[src/rtl/dds_ctrl.sv]
// dds_ctrl: key-driven frequency/phase controller for a DDS core.
// Keeps working registers for the tuning word and phase offset. In SWEEP
// mode a divider ticks the tuning word between FW_MIN and FW_MAX. Parameter
// sets reach the core through shadow registers and a valid/ready handshake.
module dds_ctrl #(
    parameter logic [31:0] FW_MIN    = 32'd85_899,
    parameter logic [31:0] FW_MAX    = 32'd85_899_346,
    parameter logic [31:0] FW_STEP   = 32'd85_899,
    parameter logic [11:0] PH_STEP   = 12'd256,
    parameter logic [19:0] SWEEP_DIV = 20'd999_999
) (
    input  logic        sys_clk,
    input  logic        sys_rst,
    input  logic [3:0]  key_flag,
    input  logic        upd_ready,
    output logic [31:0] freq_word,
    output logic [11:0] phase_word,
    output logic        upd_valid,
    output logic [1:0]  mode
);

    localparam logic [1:0] ST_MANUAL = 2'd0;
    localparam logic [1:0] ST_SWEEP  = 2'd1;
    localparam logic [1:0] ST_HOLD   = 2'd2;

    // Saturating increment; the sum is formed in 33 bits so it cannot wrap.
    function automatic logic [31:0] sat_inc(input logic [31:0] fw);
        logic [32:0] sum_v;
        sum_v = {1'b0, fw} + {1'b0, FW_STEP};
        if (sum_v > {1'b0, FW_MAX}) begin
            sat_inc = FW_MAX;
        end else begin
            sat_inc = sum_v[31:0];
        end
    endfunction

    // Saturating decrement; a set bit 32 flags a borrow past zero.
    function automatic logic [31:0] sat_dec(input logic [31:0] fw);
        logic [32:0] diff_v;
        diff_v = {1'b0, fw} - {1'b0, FW_STEP};
        if (diff_v[32] || (diff_v[31:0] < FW_MIN)) begin
            sat_dec = FW_MIN;
        end else begin
            sat_dec = diff_v[31:0];
        end
    endfunction

    logic [1:0]  state_r;
    logic [1:0]  state_nxt_s;
    logic [31:0] fw_work_r;
    logic [31:0] fw_nxt_s;
    logic [11:0] ph_work_r;
    logic [11:0] ph_nxt_s;
    logic [19:0] sweep_cnt_r;
    logic [19:0] cnt_nxt_s;
    logic        dir_up_r;
    logic        dir_up_nxt_s;
    logic [31:0] freq_word_r;
    logic [11:0] phase_word_r;
    logic        upd_valid_r;
    logic [31:0] fw_inc_s;
    logic [31:0] fw_dec_s;
    logic        key_mode_s;
    logic        key_up_s;
    logic        key_dn_s;
    logic        key_ph_s;
    logic        sweep_wrap_s;
    logic        shadow_diff_s;

    // Only the highest-priority key is acted on: [3] > [0] > [1] > [2].
    assign key_mode_s = key_flag[3];
    assign key_up_s   = key_flag[0] & ~key_flag[3];
    assign key_dn_s   = key_flag[1] & ~key_flag[3] & ~key_flag[0];
    assign key_ph_s   = key_flag[2] & ~key_flag[3] & ~key_flag[0] & ~key_flag[1];

    assign fw_inc_s      = sat_inc(fw_work_r);
    assign fw_dec_s      = sat_dec(fw_work_r);
    assign sweep_wrap_s  = (sweep_cnt_r == SWEEP_DIV);
    assign shadow_diff_s = (fw_work_r != freq_word_r) || (ph_work_r != phase_word_r);

    assign freq_word  = freq_word_r;
    assign phase_word = phase_word_r;
    assign upd_valid  = upd_valid_r;
    assign mode       = state_r;

    // Mode state register.
    always_ff @(posedge sys_clk or posedge sys_rst) begin
        if (sys_rst) begin
            state_r <= ST_MANUAL;
        end else begin
            state_r <= state_nxt_s;
        end
    end

    // Mode sequencing: the mode key cycles MANUAL -> SWEEP -> HOLD -> MANUAL.
    always_comb begin
        state_nxt_s = state_r;
        case (state_r)
            ST_MANUAL: begin
                if (key_mode_s) state_nxt_s = ST_SWEEP;
                else            state_nxt_s = ST_MANUAL;
            end
            ST_SWEEP: begin
                if (key_mode_s) state_nxt_s = ST_HOLD;
                else            state_nxt_s = ST_SWEEP;
            end
            ST_HOLD: begin
                if (key_mode_s) state_nxt_s = ST_MANUAL;
                else            state_nxt_s = ST_HOLD;
            end
            default: state_nxt_s = ST_MANUAL;
        endcase
    end

    // Per-mode next values for the working registers, sweep counter and direction.
    always_comb begin
        fw_nxt_s     = fw_work_r;
        ph_nxt_s     = ph_work_r;
        cnt_nxt_s    = 20'd0;
        dir_up_nxt_s = dir_up_r;
        if (key_ph_s) ph_nxt_s = ph_work_r + PH_STEP;
        else          ph_nxt_s = ph_work_r;
        case (state_r)
            ST_MANUAL, ST_HOLD: begin
                if (key_up_s)      fw_nxt_s = fw_inc_s;
                else if (key_dn_s) fw_nxt_s = fw_dec_s;
                else               fw_nxt_s = fw_work_r;
                cnt_nxt_s = 20'd0;
                // Entering SWEEP always starts the ramp upwards.
                if ((state_r == ST_MANUAL) && key_mode_s) dir_up_nxt_s = 1'b1;
                else                                      dir_up_nxt_s = dir_up_r;
            end
            ST_SWEEP: begin
                if (sweep_wrap_s) begin
                    if (dir_up_r) begin
                        fw_nxt_s = fw_inc_s;
                        if (fw_inc_s == FW_MAX) dir_up_nxt_s = 1'b0;
                        else                    dir_up_nxt_s = dir_up_r;
                    end else begin
                        fw_nxt_s = fw_dec_s;
                        if (fw_dec_s == FW_MIN) dir_up_nxt_s = 1'b1;
                        else                    dir_up_nxt_s = dir_up_r;
                    end
                end else begin
                    fw_nxt_s     = fw_work_r;
                    dir_up_nxt_s = dir_up_r;
                end
                if (key_mode_s || sweep_wrap_s) cnt_nxt_s = 20'd0;
                else                            cnt_nxt_s = sweep_cnt_r + 20'd1;
            end
            default: begin
                fw_nxt_s     = fw_work_r;
                cnt_nxt_s    = 20'd0;
                dir_up_nxt_s = 1'b1;
            end
        endcase
    end

    // Working registers, sweep counter and sweep direction.
    always_ff @(posedge sys_clk or posedge sys_rst) begin
        if (sys_rst) begin
            fw_work_r   <= FW_MIN;
            ph_work_r   <= 12'd0;
            sweep_cnt_r <= 20'd0;
            dir_up_r    <= 1'b1;
        end else begin
            fw_work_r   <= fw_nxt_s;
            ph_work_r   <= ph_nxt_s;
            sweep_cnt_r <= cnt_nxt_s;
            dir_up_r    <= dir_up_nxt_s;
        end
    end

    // Shadow handshake: load the latest working values only while idle and hold them until accepted.
    always_ff @(posedge sys_clk or posedge sys_rst) begin
        if (sys_rst) begin
            freq_word_r  <= FW_MIN;
            phase_word_r <= 12'd0;
            upd_valid_r  <= 1'b0;
        end else if (upd_valid_r) begin
            if (upd_ready) upd_valid_r <= 1'b0;
            else           upd_valid_r <= 1'b1;
        end else if (shadow_diff_s) begin
            freq_word_r  <= fw_work_r;
            phase_word_r <= ph_work_r;
            upd_valid_r  <= 1'b1;
        end else begin
            upd_valid_r  <= 1'b0;
        end
    end

endmodule

[config.mk]
export PLATFORM = sky130hd
export DESIGN_NAME = dds_ctrl
export DESIGN_NICKNAME = d
export VERILOG_FILES = /design/src/rtl/dds_ctrl.sv
export SDC_FILE = /design/constraint.sdc
export NUM_CORES = 1
export LEC_CHECK = 0
export ABC_AREA = 1
export CAP_MARGIN = 40
export CORE_AREA = 2 2 129 131
export CTS_CLUSTER_DIAMETER = 120
export DETAILED_ROUTE_END_ITERATION = 8
export DIE_AREA = 0 0 131 133
export PLACE_DENSITY_LB_ADDON = 0.3
export REMOVE_ABC_BUFFERS = 1
export SKIP_LAST_GASP = 1
export SLEW_MARGIN = 10
export SYNTH_ARGS = -nofsm -noshare
export SYNTH_HDL_FRONTEND = slang
export SYNTH_SLANG_ARGS = --single-unit
[constraint.sdc]
create_clock -name sys_clk -period 6.45 [get_ports sys_clk]
set_input_delay 1.29 -clock sys_clk [delete_from_list [all_inputs] [get_ports sys_clk]]
set_output_delay 1.29 -clock sys_clk [all_outputs]
set_load 0.01 [all_outputs]
* Yosys cells after proc, flatten, opt, wreduce, memory -nomap -nowiden
Index checks and enable logic that the tools add are counted.
W data, S select, Z words.
** Word-level totals
- Flip-flop bits (word level) :: 112
- Word-level logic and storage cells :: 66
** Operators by class
- Add/sub/neg operators :: 4
- Magnitude comparators :: 2
- Equal/unequal tests :: 10
- Multiplexer cells :: 22
- Bitwise logic cells :: 10
- Reductions and logical operators :: 10
** Operator list (count)
- $mux W32 :: 6
- $pmux W32 S2 :: 1
- $mux W20 :: 2
- $add A32 B17 Y33 const B :: 1
- $gt A33 B27 Y1 const B :: 1
- $sub A32 B17 Y33 const B :: 1
- $eq A32 B17 Y1 const B :: 1
- $eq A32 B27 Y1 const B :: 1
- $lt A32 B17 Y1 const B :: 1
- $ne A32 B32 Y1 :: 1
- $add A20 B1 Y20 const B :: 1
- $eq A20 B20 Y1 const B :: 1
- $add A12 B9 Y12 const B :: 1
- $ne A12 B12 Y1 :: 1
- $mux W1 :: 9
- $and A1 B1 Y1 :: 6
- $pmux W2 S3 :: 1
- $mux W2 :: 2
- $ne A2 B2 Y1 const B :: 2
- $not A1 Y1 :: 4
- $reduce_and A2 Y1 :: 2
- $logic_or A1 B1 Y1 :: 3
- $ne A3 B3 Y1 const B :: 1
- $reduce_and A3 Y1 :: 1
- 7 further kinds :: 7

* Depth between registers and ports, before layout
Gate-level depths: netlist of run 1.
- Word-level depth :: 9
- Gate-level depth with buffers :: 26

* Worst setup path after synthesis of run 1
Ideal clock, no wire load.
- Kind :: reg-to-reg
- Start point :: register fw_work_r[0]
- End point :: register fw_work_r[26]
- Setup time :: 0.132 ns
- Data arrival time :: 2.608 ns
- Required time :: 6.318 ns
- Setup slack :: 3.711 ns
- Cell stages (with the launch flop) :: 20
- Path buffers :: 1
- Cells stage by stage :: dfstp_2 -> inv_1 -> ha_1 -> o21ai_4 -> nand3_2 -> nand3_2 -> nand2_1 -> nand2_2 -> nand2_1 -> nand2_1 -> nand2_1 -> nor2_1 -> nand2_1 -> nor3_2 -> nand2_1 -> nand2_1 -> buf_4 -> nand2_2 -> o211ai_1 -> o21ai_0
** Between the ends
- Longest elaborated chain between the ends :: 7
** Ends and longest elaborated chain
- from (decl) :: RTL line 50 : logic [31:0] fw_work_r;
- from (signal assigned) :: RTL line 167 : fw_work_r <= fw_nxt_s;
- $sub A32 B17 Y33 :: RTL line 40 : diff_v = {1'b0, fw} - {1'b0, FW_STEP};
- $lt A32 B17 Y1 :: RTL line 41 : if (diff_v[32] || (diff_v[31:0] < FW_MIN)) begin
- $logic_or A1 B1 Y1 :: RTL line 41
- $mux W32 :: RTL line 41
- $mux W32 (on tied branches) :: RTL line 135, 126
- $mux W32 (on tied branches) :: RTL line 134, 125
- $pmux W32 S2 * :: RTL line 123 : case (state_r)
Mark *: on every way between the ends. The rest lies on a longest branch, timed or not. The select of a mux whose other input is x is not followed.
A chain may end at the register's enable or synchronous reset.

* Worst setup path in the final report of run 1
- Start point :: register fw_work_r[0]
- End point :: register dir_up_r
** Between the ends
- Longest elaborated chain between the ends :: 9
** Ends and longest elaborated chain
- $sub A32 B17 Y33 :: RTL line 40
- $lt A32 B17 Y1 :: RTL line 41
- $logic_or A1 B1 Y1 :: RTL line 41
- $mux W32 :: RTL line 41
- $eq A32 B17 Y1 :: RTL line 141 : if (fw_dec_s == FW_MIN) dir_up_nxt_s = 1'b1;
- $mux W1 :: RTL line 141
- $mux W1 * :: RTL line 135 : if (dir_up_r) begin
- $mux W1 * :: RTL line 134 : if (sweep_wrap_s) begin
- $pmux W1 S2 * :: RTL line 123
- to (signal assigned) :: RTL line 170 : dir_up_r <= dir_up_nxt_s;
- to (decl) :: RTL line 56 : logic dir_up_r;
Marked as above.

==> metrics.cfg, run 1 <==
[detailed_routing]
drt_wl_total_mm=25.2
firstDrtPassIters=7
drc=0
antenna_left=0
via_per_inst=5.64
wl_per_cell_um=17.2
vias=8250
drtIter0Drc=935

[critical_path]
startpoint_type=flop
r2r_slack_ns=2.48
criticalPathCategory=flop to flop
crit_buf_inv=1
r2r-start=fw_work_r[0]
r2r_end=dir_up_r
path_max_fanout=29
crit_family=simple AND/OR/NAND/NOR gates
cp_cell_sequence=inv_1 > ha_1 > o21ai_4 > nand3_2 > nand3_2 > nand4_1 > nand3_1 > nand2_1 > nor2_1 > nand3_1 > nor3_2 > nand2_1 > nand2_1 > o21ai_0 > nand2_1 > nor2_1 > nand2_1 > nand2_1 > nand2_1
worstSetupEndpointType=flop
required_ns=6.75
path_common_cell=nand2_1
cpMaxStageDelayCell=nand2_1
r2r_cells=19
cp.arrival_ns=4.27
max_stage_delay_ns=0.64

[power_and_ir_drop]
peakVddDrop_uv=292
intPower_w=0.00205
pwr-share-seq=0.285
finalPower_w=0.00447
p_leak_nw=3.93
pwr-share-comb=0.592
p_clk_frac=0.123
p_switching_w=0.00242
switching_share=0.542
pwr_density_cell_nw_per_um2=519

[yosys]
synth_xor_area_frac=0.0570
yosysWarnings=0
yosys-mux-area-fraction=0.00287
synthSimpleGateAreaFrac=0.409
synth-adder-area-share=0.00957
synth_top_family_by_area=simple AND/OR/NAND/NOR gates
syn_area_um2=7840
syn_inst=1224
yosys_register_bits=96
yosysSeqAreaShare=0.310
synth.distinct_cells=50
synth-compound-area-share=0.109
avgSynthCellArea_um2=6.41

[global_routing]
globalRouteOverflowTotal=0
antenna_found_initial=0
grt_use_total=0.297
grt_pass1_wl_mm=39.7
grt_pass1_vias=7504
grt_start_max_net_pins=56

[hold_path]
min_from=sweep_cnt_r[0]
hold_path.class=flop to flop
min_to=sweep_cnt_r[0]
hold_depth=1

[sta]
final-max-slew-violation-count=0
worstMarginPinSlew_ns=0.933
rsz0062_at_grt=no
clock_skew_ns=0.0128
max_clock_freq_ghz=0.252
period_share=0.615
setup_viol=0
hold_violations=0
fin_crit_ns=3.97
slew_headroom=0.378
tns_ns=0

[die]
initial_utilization=0.485
die_w_um=131
dieArea_um2=17400
ios=54
dieHeight_um=133
placementRows=47
core_um2=16200

[clock_network]
cts_resized=0
htree_levels=3
clock-sinks=96
cts_root_buffer=clkbuf_16
holdBufCountCts=0
cts_tree=built
cts_inserted_buffers=9
clkLatencyLatePin_ns=0.36
post_cts_buffers=0
clkTransAtPathRegs_ns=0.07
cts_buffer_depth=2

[run]
drv_cap=0

[cells_and_area]
multiInputGateArea_um2=4650
fin_nets=1251
antenna_cells=0
finalInstanceArea_um2=8610
areaGrowthSynthToFinish_pct=9.78
drive_gt1_frac=0.0805
filler_cell_count=1666
seq_area_um2=2430

[run_status]
outcome=completed

[place]
dpl.hpwl_mm=19.6
placed_cell_area_um2=8310
gp_congestion=1.01
port_buffers=45

layer usage:
metal / wire length (µm) / share of wire / GRT usage
met3: 2050 / 0.082 / 0.0477
met1: 10700 / 0.43 / 0.411
met5: 0 / 0 / 0
met2: 11300 / 0.45 / 0.452
met4: 1090 / 0.043 / 0.140
power groups by stage:
stage,clock (W),combinational [W],sequential (W)
floorplan,0,0.00173,0.00119
global placement,0,0.00257,0.00127
detailed placement,0,0.00258,0.00127
CTS,0.000557,0.00259,0.00126
global route,0.000583,0.00292,0.00130
finish,0.000548,0.00265,0.00128
worst reg2reg max path: stages (launching register included):
cell     delay (ns)
dfstp_2        0.62
inv_1          0.13
ha_1           0.27
o21ai_4        0.19
nand3_2        0.14
nand3_2        0.20
nand4_1        0.17
nand3_1        0.11
nand2_1        0.06
nor2_1         0.28
nand3_1        0.19
nor3_2         0.23
nand2_1        0.09
nand2_1        0.64
o21ai_0        0.24
nand2_1        0.12
nor2_1         0.05
nand2_1        0.07
nand2_1        0.05
nand2_1        0.06
cell type report:
cell class / count / area share
inverters: 124 / 0.0544
clock inverters: 7 / 0.00843
well taps: 220 / 0.0320
multi-input cells: 957 / 0.540
repair buffers: 50 / 0.0567
clock buffers: 9 / 0.0262
flip-flops and latches: 96 / 0.282
worst max-delay path by stage:
stage,end,slack [ns],from,depth (start not counted)
after floorplan,phase_word[10],2.17,fw_work_r[10],9
after global placement,fw_work_r[26],2.70,fw_work_r[0],16
after detailed placement,fw_work_r[26],2.62,fw_work_r[0],16
after CTS,fw_work_r[26],2.60,fw_work_r[0],16
after global routing,fw_work_r[26],2.13,fw_work_r[0],16
final,dir_up_r,2.48,fw_work_r[0],19
sequential cells by signal, summed over array words and instances, names as in the netlist:
name,count
dir_up_r,1
freq_word,32
fw_work_r,32
mode,2
ph_work_r,4
phase_word,4
sweep_cnt_r,20
upd_valid,1
kinds of logic (layout without fill, tap and decap cells):
family,count (synthesis),in the layout
buf+inv,178,190
xor+xnor,51,51
compound gates,149,149
fa+ha+maj,6,6
mux,2,2
flops,96,96
simple gates,741,741
other cells,1,8
cell usage after synthesis (all sizes together):
master	count	area [µm²]
o311ai	1	8.76
nand2b	2	12.5
o41ai	6	60.1
dfstp	21	552
clkbuf	18	67.6
xnor2	35	307
nor3	21	131
a31oi	12	75.1
nor2	165	647
dfrtp	75	1880
buf	36	267
nand4	33	213
o31ai	1	7.51
o211a	1	10.0
inv	122	458
o221ai	1	8.76
a22oi	1	7.51
mux2	2	22.5
o21ai	77	400
clkinv	2	7.51
a211oi	1	7.51
nand3	128	661
nand2	379	1460
and3	2	12.5
o21a	5	37.5
a21oi	38	198
o2111ai	1	8.76
nor4	7	43.8
conb	1	3.75
o22ai	2	12.5
nor3b	1	12.5
xor2	16	140
ha	6	75.1
or2	3	18.8
o211ai	2	15.0
stage by stage:
stage | worst slack, ns | cells | utilization | hold slack [ns]
2_1_floorplan | 2.17 | 1177 | - | 0.433
3_3_place_gp | 2.70 | 1447 | 0.514 | 0.454
3_5_place_dp | 2.62 | 1447 | 0.514 | 0.463
4_1_cts | 2.60 | 1463 | 0.532 | 0.472
5_1_grt | 2.13 | 1463 | 0.532 | 0.486
6_report | 2.48 | 1463 | 0.532 | 0.467
cells in the final DEF (no fill, tap or decap), types with 3 or more instances in the layout:
master	count
nand2_1	367
nor2_1	154
nand3_1	124
inv_1	107
dfrtp_1	75
o21ai_0	67
clkdlybuf4s50_1	45
a21oi_1	36
xnor2_1	35
nand4_1	32
dfstp_2	21
nor3_1	17
xor2_1	16
inv_2	14
a31oi_1	12
nor2_2	11
nand2_2	11
clkbuf_16	9
o21ai_1	8
conb_1	8
nor4_1	7
ha_1	6
o21a_1	5
o41ai_1	5
buf_4	5
nand3_2	4
or2_2	3
nor3_2	3
Power figures use the tool's default switching activity.
==> run 2: changes to the inputs <==
clock period = 3.68 ns   (was 6.45 ns; I/O delays follow)
==> run 2 against run 1 <==
Sequential cell count stayed put. Sequential share of layout area is 0.95 points lower. Cell count is 2.2% higher. Setup slack worse by 2.1 ns. Non-clock buffer count is 32 higher. Clock power is 80% higher. Sequential power is 66% higher. Utilization is 1.9 points higher. Combinational power is 94% higher. Maximum frequency is 22% higher. Cell area is 3.5% higher. Critical endpoint is now fw_work_r[26].
==> metrics.cfg, run 2 (synthesis results as in run 1) <==
[run_status]
outcome=completed  ; unchanged

[cells_and_area]
final_common_cell=nand2_1  ; unchanged
drive_gt1_frac=0.104  ; was 0.0805
finalInstanceArea_um2=8910  ; was 8610 µm²
areaGrowthSynthToFinish_pct=13.6  ; was 9.78%
fin_nets=1283  ; was 1251
final_core_util=0.551  ; was 0.532
antenna_cells=0  ; unchanged
final_cell_mix=nand2_1, nor2_1, nand3_1  ; unchanged

[critical_path]
criticalPathCategory=flop to flop  ; unchanged
r2r-start=fw_work_r[2]  ; was fw_work_r[0]
startpoint_type=flop  ; unchanged
cp.arrival_ns=3.49  ; was 4.27 ns
worstSetupEndpointType=flop  ; unchanged
startpoint=fw_work_r[2]  ; was fw_work_r[0]
required_ns=3.91  ; was 6.75 ns
path_max_fanout=23  ; was 29

[sta]
period_share=0.884  ; was 0.615
slew_headroom=0.608  ; was 0.378
clock_skew_ns=0.00880  ; was 0.0128 ns
setup_viol=0  ; unchanged
fin_crit_ns=3.25  ; was 3.97 ns
worstMarginPinSlew_ns=0.588  ; was 0.933 ns
tns_ns=0  ; unchanged
rsz0062_at_grt=no  ; unchanged
final-max-slew-violation-count=0  ; unchanged
max_clock_freq_ghz=0.307  ; was 0.252 GHz
hold_violations=0  ; unchanged
whs_ns=0.462  ; was 0.467 ns

[die]
initial_utilization=0.485  ; unchanged
core_um2=16200  ; unchanged
die_w_um=131  ; unchanged
dieHeight_um=133  ; unchanged
dieArea_um2=17400  ; unchanged
placementRows=47  ; unchanged
ios=54  ; unchanged

[power_and_ir_drop]
p_clk_frac=0.120  ; was 0.123
intPower_w=0.00380  ; was 0.00205 W
p_leak_nw=4.11  ; was 3.93 nW
switching_share=0.539  ; was 0.542
pwr_density_cell_nw_per_um2=923  ; was 519 nW/µm²
finalPower_w=0.00823  ; was 0.00447 W
peakVddDrop_uv=551  ; was 292 µV
pwr-share-seq=0.257  ; was 0.285
p_switching_w=0.00443  ; was 0.00242 W
pwr-share-comb=0.623  ; was 0.592

[detailed_routing]
firstDrtPassIters=6  ; was 7
antenna_left=0  ; unchanged
vias=8381  ; was 8250
wl_per_cell_um=18.3  ; was 17.2 µm
drt_wl_total_mm=27.4  ; was 25.2 mm
via_per_inst=5.61  ; was 5.64
drc=0  ; unchanged
drtIter0Drc=929  ; was 935

[global_routing]
grt_start_max_net_pins=56  ; unchanged
grt_pass1_vias=7680  ; was 7504
grt_pass1_wl_mm=42.9  ; was 39.7 mm
globalRouteOverflowTotal=0  ; unchanged
grt_use_total=0.326  ; was 0.297
antenna_found_initial=0  ; unchanged

[place]
placed_cell_area_um2=8580  ; was 8310 µm²
dpl.hpwl_mm=21.5  ; was 19.6 mm
gp_congestion=1.07  ; was 1.01
port_buffers=45  ; unchanged

[clock_network]
cts_inserted_buffers=9  ; unchanged
clock-sinks=96  ; unchanged
cts_tree=built  ; unchanged
holdBufCountCts=0  ; unchanged
cts_buffer_depth=2  ; unchanged
clkTransAtPathRegs_ns=0.08  ; was 0.07 ns
cts_root_buffer=clkbuf_16  ; unchanged
htree_levels=3  ; unchanged
clkLatencyLatePin_ns=0.37  ; was 0.36 ns

[hold_path]
min_from=sweep_cnt_r[0]  ; unchanged
hold_path.class=flop to flop  ; unchanged

[run]
drv_cap=0  ; unchanged

## run 2: cell count changes in the layout (fill, tap and decap cells not counted), moves of 2 or more
| cell | previous run | this run |
|---|---|---|
| nand3_2 | 4 | 2 |
| nand3_4 | 0 | 2 |
| buf_12 | 0 | 3 |
| buf_4 | 5 | 34 |
## run 2: power by group through the flow
stage,Combinational [W],Clock [W],Sequential [W]
final,0.00513,0.000986,0.00212
after global routing,0.00561,0.00104,0.00217
after CTS,0.00498,0.000992,0.00212
after detailed placement,0.00495,0,0.00213
after global placement,0.00495,0,0.00213
after floorplan,0.00303,0,0.00208
## run 2: cell type report
type	instances	area [µm²]
Clock buffer	10	239
Clock inverter	6	57.6
Fill cell	1610	7260
Inverter	124	468
Multi-Input combinational cell	957	4680
Sequential cell	96	2430
Tap cell	220	275
Timing Repair Buffer	82	766
## run 2: worst max-delay path: stages (launching register included)
cell	delay, ns
dfrtp_1	0.60
o21ai_1	0.23
a21oi_1	0.28
nand3_1	0.18
nand2_1	0.21
nand2_1	0.10
nand3_1	0.08
nand2_1	0.10
nor2_1	0.19
nand3_1	0.17
nor3_4	0.19
nand2_1	0.09
nand2_2	0.16
buf_12	0.18
nand2_2	0.10
o211ai_1	0.17
o21ai_0	0.10
## run 2: stage by stage
stage | setup slack [ns] | std cells
6_report | 0.427 | 1495
5_1_grt | 0.113 | 1495
4_1_cts | 0.198 | 1494
3_5_place_dp | 0.236 | 1478
3_3_place_gp | 0.284 | 1478
2_1_floorplan | -0.599 | 1177
## run 2: what timing repair did
item	CTS	global route
setup buffers	0	1
setup endpoints to repair	0	22
gates resized for setup	0	4
## run 2: routing by layer
metal | up-vias | part of all wire | global-route usage
met3 | 112 | 0.083 | 0.0687
met5 | - | 0 | 0
li1 | 4048 | - | -
met1 | 3814 | 0.41 | 0.428
met4 | 0 | 0.064 | 0.184
met2 | 407 | 0.44 | 0.495
## run 2: worst paths after layout
check                                      end  slack, ns  cells after the start
worst min register to register  sweep_cnt_r[0]       0.46                      1
worst min-delay path            sweep_cnt_r[0]       0.46                      1
max in group asynchronous        fw_work_r[10]       2.15                      3
min in group asynchronous        freq_word[23]       0.78                      2
worst max register to register   fw_work_r[26]       0.43                     16
worst max-delay path             fw_work_r[26]       0.43                     16
